<file path="config.mk">
export PLATFORM = sky130hd
export DESIGN_NAME = serial_adder
export DESIGN_NICKNAME = d
export VERILOG_FILES = /design/src/rtl/serial_adder.sv
export SDC_FILE = /design/constraint.sdc
export NUM_CORES = 1
export LEC_CHECK = 0
export ABC_AREA = 1
export CAP_MARGIN = 20
export CORE_ASPECT_RATIO = 0.6
export CORE_MARGIN = 5
export CORE_UTILIZATION = 32
export CTS_CLUSTER_DIAMETER = 50
export DETAILED_ROUTE_END_ITERATION = 6
export PLACE_DENSITY = 0.54
export SYNTH_ARGS = -nofsm -noshare
export SYNTH_HDL_FRONTEND = slang
export SYNTH_SLANG_ARGS = --single-unit
</file>
<file path="constraint.sdc">
create_clock -name clk -period 2.1 [get_ports clk]
set_input_delay 0.21 -clock clk [delete_from_list [all_inputs] [get_ports clk]]
set_output_delay 0.21 -clock clk [all_outputs]
set_load 0.02 [all_outputs]
</file>
<file path="src/rtl/serial_adder.sv">
// ---------------------------------------------------------------------------
// serial_adder
//
// Bit-serial WIDTH-bit adder: one full-adder cell plus a carry flip-flop.
// Operands are captured when a start request is accepted and are then added
// LSB-first, one bit per clock. After WIDTH clocks the result and carry-out
// are registered onto sum/cout and done pulses for one cycle.
//
// Optional feature macro: SERIAL_ADDER_SUB_EN
//   When defined, a 'sub' input exists. sub=1 on accept loads ~b and forces
//   the carry-in to 1, so sum = a - b (mod 2^WIDTH) and cout = NOT borrow.
//   When undefined the block is add-only with identical timing.
//
// Parameters
//   WIDTH   operand/result width in bits, legal range 2..64 (default 8)
//
// Ports
//   clk     in   1      system clock, rising edge
//   rst_n   in   1      asynchronous active-low reset
//   start   in   1      request; sampled only when not busy (IDLE or DONE)
//   a       in   WIDTH  operand A, captured on accepted start
//   b       in   WIDTH  operand B, captured on accepted start
//   cin     in   1      carry-in, captured on accepted start
//   sub     in   1      subtract select (SERIAL_ADDER_SUB_EN only)
//   busy    out  1      high while a computation is in progress
//   done    out  1      one-cycle pulse, sum/cout valid
//   sum     out  WIDTH  registered result, changes only at completion
//   cout    out  1      registered carry-out of bit WIDTH-1
//
// Timing
//   Accept edge T0 -> RUN for edges T1..T_WIDTH -> DONE (done=1) for one
//   cycle. Holding start high in DONE re-accepts immediately, giving one
//   result every WIDTH+1 cycles.
// ---------------------------------------------------------------------------
module serial_adder #(
    parameter int WIDTH = 8
) (
    input  logic             clk,
    input  logic             rst_n,
    input  logic             start,
    input  logic [WIDTH-1:0] a,
    input  logic [WIDTH-1:0] b,
    input  logic             cin,
`ifdef SERIAL_ADDER_SUB_EN
    input  logic             sub,
`endif
    output logic             busy,
    output logic             done,
    output logic [WIDTH-1:0] sum,
    output logic             cout
);

    // Bit counter only needs to reach WIDTH-1.
    localparam int CNT_W = (WIDTH > 2) ? $clog2(WIDTH) : 1;

    typedef enum logic [1:0] {
        IDLE = 2'd0,
        RUN  = 2'd1,
        DONE = 2'd2
    } state_t;

    state_t state;
    state_t state_nxt;

    // op_a doubles as the result shift register: each new sum bit enters
    // at the MSB as the consumed operand bit leaves at the LSB, so after
    // WIDTH shifts op_a holds the complete sum.
    logic [WIDTH-1:0] op_a;
    logic [WIDTH-1:0] op_b;
    logic             carry;
    logic [CNT_W-1:0] cnt;

    logic             accept;
    logic             last_bit;
    logic             fa_sum;
    logic             fa_carry;
    logic [WIDTH-1:0] b_load;
    logic             carry_load;

    // -----------------------------------------------------------------------
    // Operand conditioning on accept
    // -----------------------------------------------------------------------
`ifdef SERIAL_ADDER_SUB_EN
    // Two's-complement subtract: a + ~b + 1. cin is deliberately ignored.
    assign b_load     = sub ? ~b   : b;
    assign carry_load = sub ? 1'b1 : cin;
`else
    assign b_load     = b;
    assign carry_load = cin;
`endif

    // -----------------------------------------------------------------------
    // The single full-adder cell
    // -----------------------------------------------------------------------
    assign fa_sum   = op_a[0] ^ op_b[0] ^ carry;
    assign fa_carry = (op_a[0] & op_b[0]) | (op_a[0] & carry) | (op_b[0] & carry);

    // start is only honoured outside RUN; in DONE this gives back-to-back.
    assign accept   = start && (state != RUN);
    assign last_bit = (cnt == CNT_W'(WIDTH - 1));

    // -----------------------------------------------------------------------
    // FSM: state register
    // -----------------------------------------------------------------------
    // NOTE: clocked state uses non-blocking (<=) so every register samples
    // pre-edge values; blocking (=) here would create order-dependent races.
    always_ff @(posedge clk or negedge rst_n) begin
        if (!rst_n) begin
            state <= IDLE;
        end else begin
            state <= state_nxt;
        end
    end

    // -----------------------------------------------------------------------
    // FSM: next-state logic
    // -----------------------------------------------------------------------
    // NOTE: the default assignment first guarantees every path drives
    // state_nxt, so no latch can be inferred.
    always_comb begin
        state_nxt = state;
        unique case (state)
            IDLE:    if (start) state_nxt = RUN;
            RUN:     if (last_bit) state_nxt = DONE;
            DONE:    state_nxt = start ? RUN : IDLE;
            default: state_nxt = IDLE;
        endcase
    end

    // Status outputs decode the registered state directly, so they are
    // glitch-free and change only on clock edges (or asynchronous reset).
    assign busy = (state == RUN);
    assign done = (state == DONE);

    // -----------------------------------------------------------------------
    // Datapath: operand shift registers, carry FF, bit counter, outputs
    // -----------------------------------------------------------------------
    // NOTE: these are plain flip-flop registers, not a memory array, so they
    // all take the asynchronous reset; a mid-operation reset must leave no
    // stale partial result or carry behind.
    always_ff @(posedge clk or negedge rst_n) begin
        if (!rst_n) begin
            op_a  <= '0;
            op_b  <= '0;
            carry <= 1'b0;
            cnt   <= '0;
            sum   <= '0;
            cout  <= 1'b0;
        end else if (state == RUN) begin
            op_a  <= {fa_sum, op_a[WIDTH-1:1]};
            op_b  <= {1'b0, op_b[WIDTH-1:1]};
            carry <= fa_carry;
            cnt   <= cnt + CNT_W'(1);
            // sum/cout hold the previous result until the final bit is
            // known; the final bit is merged in here rather than a cycle
            // later so done and the result line up.
            if (last_bit) begin
                sum  <= {fa_sum, op_a[WIDTH-1:1]};
                cout <= fa_carry;
            end
        end else if (accept) begin
            op_a  <= a;
            op_b  <= b_load;
            carry <= carry_load;
            cnt   <= '0;
        end
    end

endmodule

</file>
### Word-level counts from Yosys, hierarchy flattened

Index checks and enable logic that the tools add are counted.

* reduce and logical (&&, ||, !) cells: 5
* bitwise operators: 7
* multiplexer cells: 12
* eq/ne operators: 6
* $add $sub $neg: 1

Operators by type and width (number)
* $mux W8: 4
* $mux W3: 2
* $pmux W2 S3: 1
* $mux W2: 2
* $ne A2 B1 Y1 const B: 2
* $reduce_and A2 Y1: 2
* $add A3 B1 Y3 const B: 1
* $and A1 B1 Y1: 3
* $eq A3 B3 Y1 const B: 1
* $mux W1: 3
* $eq A2 B1 Y1 const B: 1
* $eq A2 B2 Y1 const B: 1
* $logic_not A2 Y1: 1
* $ne A2 B2 Y1 const B: 1
* $or A1 B1 Y1: 2
* $reduce_bool A2 Y1: 1
* $xor A1 B1 Y1: 2
* $logic_and A1 B1 Y1: 1

* input port bits: 20
* logic and storage cells: 38
* register bits: 31

### Depth between registers and ports, before layout

* depth after elaboration: 4
* mapped depth: 6

### Worst setup path after synthesis

Ideal clock, no wire load.

* kind: reg-to-reg
* from: register cnt[0]
* to: register sum[7]
* setup time: 0.117 ns
* path buffers: 1
* stages on the path, launching flop included: 6
* data arrival time: 1.079 ns
* clock period less this slack: 1.196 ns
* setup slack: 0.904 ns
* path through: dfrtp_1 > ha_1 > ha_1 > buf_2 > nand4_1 > nand2_1

* cells in the longest elaborated chain, start to end: 2

RTL lines
* start, declared: line 71 `logic [CNT_W-1:0] cnt;`
* start signal, assigned: line 153 `cnt <= cnt + CNT_W'(1);`
* $eq A3 B3 Y1: line 100 `assign last_bit = (cnt == CNT_W'(WIDTH - 1));`
* $reduce_and A2 Y1 (no source line)
* end signal, assigned: line 158 `sum <= {fa_sum, op_a[WIDTH-1:1]};`
* end, declared: line 49 `output logic [WIDTH-1:0] sum,`

No other way between the ends.
A chain may end at the register's enable or synchronous reset.

### Final worst setup path

* from: register state[1]
* to: output port busy

* cells in the longest elaborated chain, start to end: 1

RTL lines
* start, declared: line 62 `state_t state;`
* start signal, assigned: line 111 `state <= state_nxt;`
* $eq A2 B1 Y1: line 132 `assign busy = (state == RUN);`
* end, declared: line 47 `output logic busy,`

No other way between the ends.

==> metrics.csv <==
stage;metric;value;unit
worst_setup_path;CP Capture Type;output port;
global_routing;global-route usage over all layers;12.0;%
logic_synthesis;Post-Syn Nets;230;
die;die width;102;µm
timing;Worst Max-Slew Pin Slew;716;ps
worst_setup_path;crit path DAT;1700;ps
route;routed via count;1333;
timing;period utilization;91.0;%
logic_synthesis;FF+latch count, synth;31;
power;Flop pwr share;37.4;%
run_status;status;completed;
worst_setup_path;largest stage delay on the critical path;610;ps
finish;fill count;540;
route;DRT iter0 DRCs;91;
run;Max-Cap Viols;0;
worst_setup_path;Worst Path Buf+Inv;3;
power;Worst VDD drop;632;µV
route;residual DRC count;0;
worst_setup_path;CP delay by family, top;buffers and inverters;
timing;final hold violations;0;
power;internal power;1710;µW
finish;final net count;258;
clock_tree;cts-stage hold buffer count;0;
clock_tree;Clock Tree Buf Depth;2;
die;die height;65.0;µm
worst_setup_path;WS Path Type;reg2out;
global_routing;first-pass GRT wire length;6.13;mm
timing;RSZ-0062 raised after global routing;false;
global_routing;grt ovf;0;
worst_setup_path;startpoint types;flip-flop;
worst_setup_path;critical path data required time;1890;ps
clock_tree;post_cts resized;0;
clock_tree;number of buffers created by CTS;5;
placement;Final GP Congestion;0.751;
global_routing;vias in the first global route;1270;
placement;DP HPWL;2.40;mm
die;core area;4980;µm²
logic_synthesis;Yosys cell types;18;
finish;fraction of layout cells with a size suffix above 1;6.36;%
logic_synthesis;Syn Std Cell Area;1610;µm²
clock_tree;CTS root buffer;clkbuf_8;
power;clock network power share;18.3;%
timing;post-route setup TNS;0;ps
logic_synthesis;share of the synthesized area in the top cell type;48.1;%
logic_synthesis;Synth area leaders;dfrtp_1 48%, nand2_1 21%, nand3_1 11%, inv_1 4.2%, nand4_1 3.5%;
worst_setup_path;slowest library cell on the worst path;clkdlybuf4s50_1;
finish;final instance area;2030;µm²
die;Starting Density;32.4;%
clock_tree;Clock Latency Late Sink;280;ps
timing;Max Slew Vio Count;0;
route;DRT Wirelength;3.67;mm
power;Comb power frac;44.3;%
timing;Final Critical Period;1910;ps
clock_tree;Clk pin slew, worst setup/hold paths;60;ps
timing;Layout Skew;1.24;ps
route;post-DR wirelength/cell;12.2;µm
power;Cell Pwr Density;1410;nW/µm²
logic_synthesis;area leader, netlist;dfrtp_1;
worst_setup_path;crit-path cells;inv_4, nand2_4, clkinv_1, clkdlybuf4s50_1;
clock_tree;post-CTS setup buffers;0;
logic_synthesis;Syn Area/Cell;7.79;µm²
placement;DP Area;1930;µm²
timing;fmax;523;MHz
route;via/cell ratio;4.41;
power;leakage;0.00105;µW
die;IO Count;31;
route;Final ANT Viol Nets;0;
logic_synthesis;sequential cell area fraction in the yosys report;48.1;%
clock_tree;CTS tree;done;
clock_tree;number of H-tree levels;2;
global_routing;pin count of the biggest net entering global routing;37;
finish;P&R area growth vs syn;25.9;%
clock_tree;clk sinks;31;
finish;ANT cells;0;
worst_setup_path;Critical Path Fanout Max;28;
logic_synthesis;Syn Inst Count;207;
power;Sw Ratio;40.4;%
timing;Setup Viol. Count Final;0;
placement;PortBufs;30;
worst_hold_path;Hold/Removal Path Class;in2async;
logic_synthesis;Syn. warnings;0;
die;Site Rows;20;
global_routing;initial antenna violation count;0;
route;total iterations of the first detailed-routing run;4;
timing;Slew headroom;52.2;%
power;Switch Pwr;1160;µW
die;Die ar.;6600;µm²
## final timing paths
kind                                           start                  end  slack (ps)  cells past startpoint
worst max-delay path            state[1]$_DFFE_PN0P_                 busy         190                      4
worst min-delay path                           rst_n  op_b[2]$_DFFE_PN0P_         330                      2
worst max register to register    cnt[0]$_DFFE_PN0P_   sum[0]$_DFFE_PN0P_         600                      5
worst min register to register    sum[0]$_DFFE_PN0P_   sum[0]$_DFFE_PN0P_         470                      2
max in group asynchronous                      rst_n   cnt[0]$_DFFE_PN0P_        1470                      2
min in group clk                  sum[0]$_DFFE_PN0P_   sum[0]$_DFFE_PN0P_         470                      2
## Yosys cell counts
| cell | instances |
|---|---|
| a21oi_1 | 1 |
| inv_2 | 1 |
| nand4_1 | 9 |
| fa_1 | 1 |
| buf_2 | 5 |
| inv_1 | 18 |
| nand2_4 | 1 |
| nor2_1 | 1 |
| buf_6 | 3 |
| ha_1 | 2 |
| nand3_1 | 35 |
| nand2_1 | 90 |
| buf_4 | 5 |
| nand3_4 | 1 |
| o22ai_1 | 1 |
| dfrtp_1 | 31 |
| inv_4 | 1 |
| clkinv_1 | 1 |
## cells in the final DEF, fill, tap and decap left out, drive strengths merged
cell	netlist	final
nand2	91	91
nand3	36	36
dfrtp	31	31
clkdlybuf4s50	0	30
inv	20	20
nand4	9	9
clkbuf	0	8
buf	13	4
ha	2	2
nor2	1	1
clkinv	1	1
a21oi	1	1
o22ai	1	1
fa	1	1
## cell families (layout without fill, tap and decap cells)
kind of cell	count (synthesis)	in the layout	share of synthesized area, %
compound gates	2	2	0.699
fa+ha+maj	3	3	2.79
buf+inv	34	63	11.0
flops	31	31	48.1
simple gates	137	137	37.3
## cell type report
| type | instances | area (µm²) | area share, % |
|---|---|---|---|
| clock buffers | 8 | 100 | 4.94 |
| inverters | 21 | 81.3 | 4.01 |
| multi-input cells | 142 | 658 | 32.4 |
| flip-flops and latches | 31 | 776 | 38.2 |
| well taps | 66 | 82.6 | 4.07 |
| repair buffers | 34 | 330 | 16.3 |
## through the flow
stage | setup WS (ps) | hold slack (ps) | total power, µW | utilization, % | std cells
after detailed placement | 499 | 463 | 2360 | 38.7 | 294
after global placement | 496 | 455 | 2360 | 38.7 | 294
after floorplan | 904 | -85.6 | 2010 | - | 207
after CTS | 178 | 341 | 2900 | 40.7 | 302
final | 189 | 327 | 2860 | 40.7 | 302
after global routing | 89.3 | 368 | 3140 | 40.7 | 302
## sequential cells by signal (all words and copies together), names as in the netlist
signal,cells
carry,1
cnt,3
sum,8
state,2
cout,1
op_b,8
op_a,8
## power by group through the flow
stage / clock (µW) / sequential, µW / combinational, µW
4_1_cts: 540 / 1070 / 1290
6_report: 524 / 1070 / 1270
2_1_floorplan: 0 / 1130 / 880
3_3_place_gp: 0 / 1080 / 1270
3_5_place_dp: 0 / 1080 / 1280
5_1_grt: 564 / 1110 / 1460
## per-layer routing
metal | share of wire, % | vias up | track usage [%]
li1 | - | 708 | -
met1 | 55 | 591 | 17.9
met2 | 38 | 26 | 16.0
met3 | 4.8 | 8 | 3.76
met4 | 1.5 | 0 | 3.98
met5 | 0 | - | 0
Note: power is estimated with default switching activity, not from simulation.
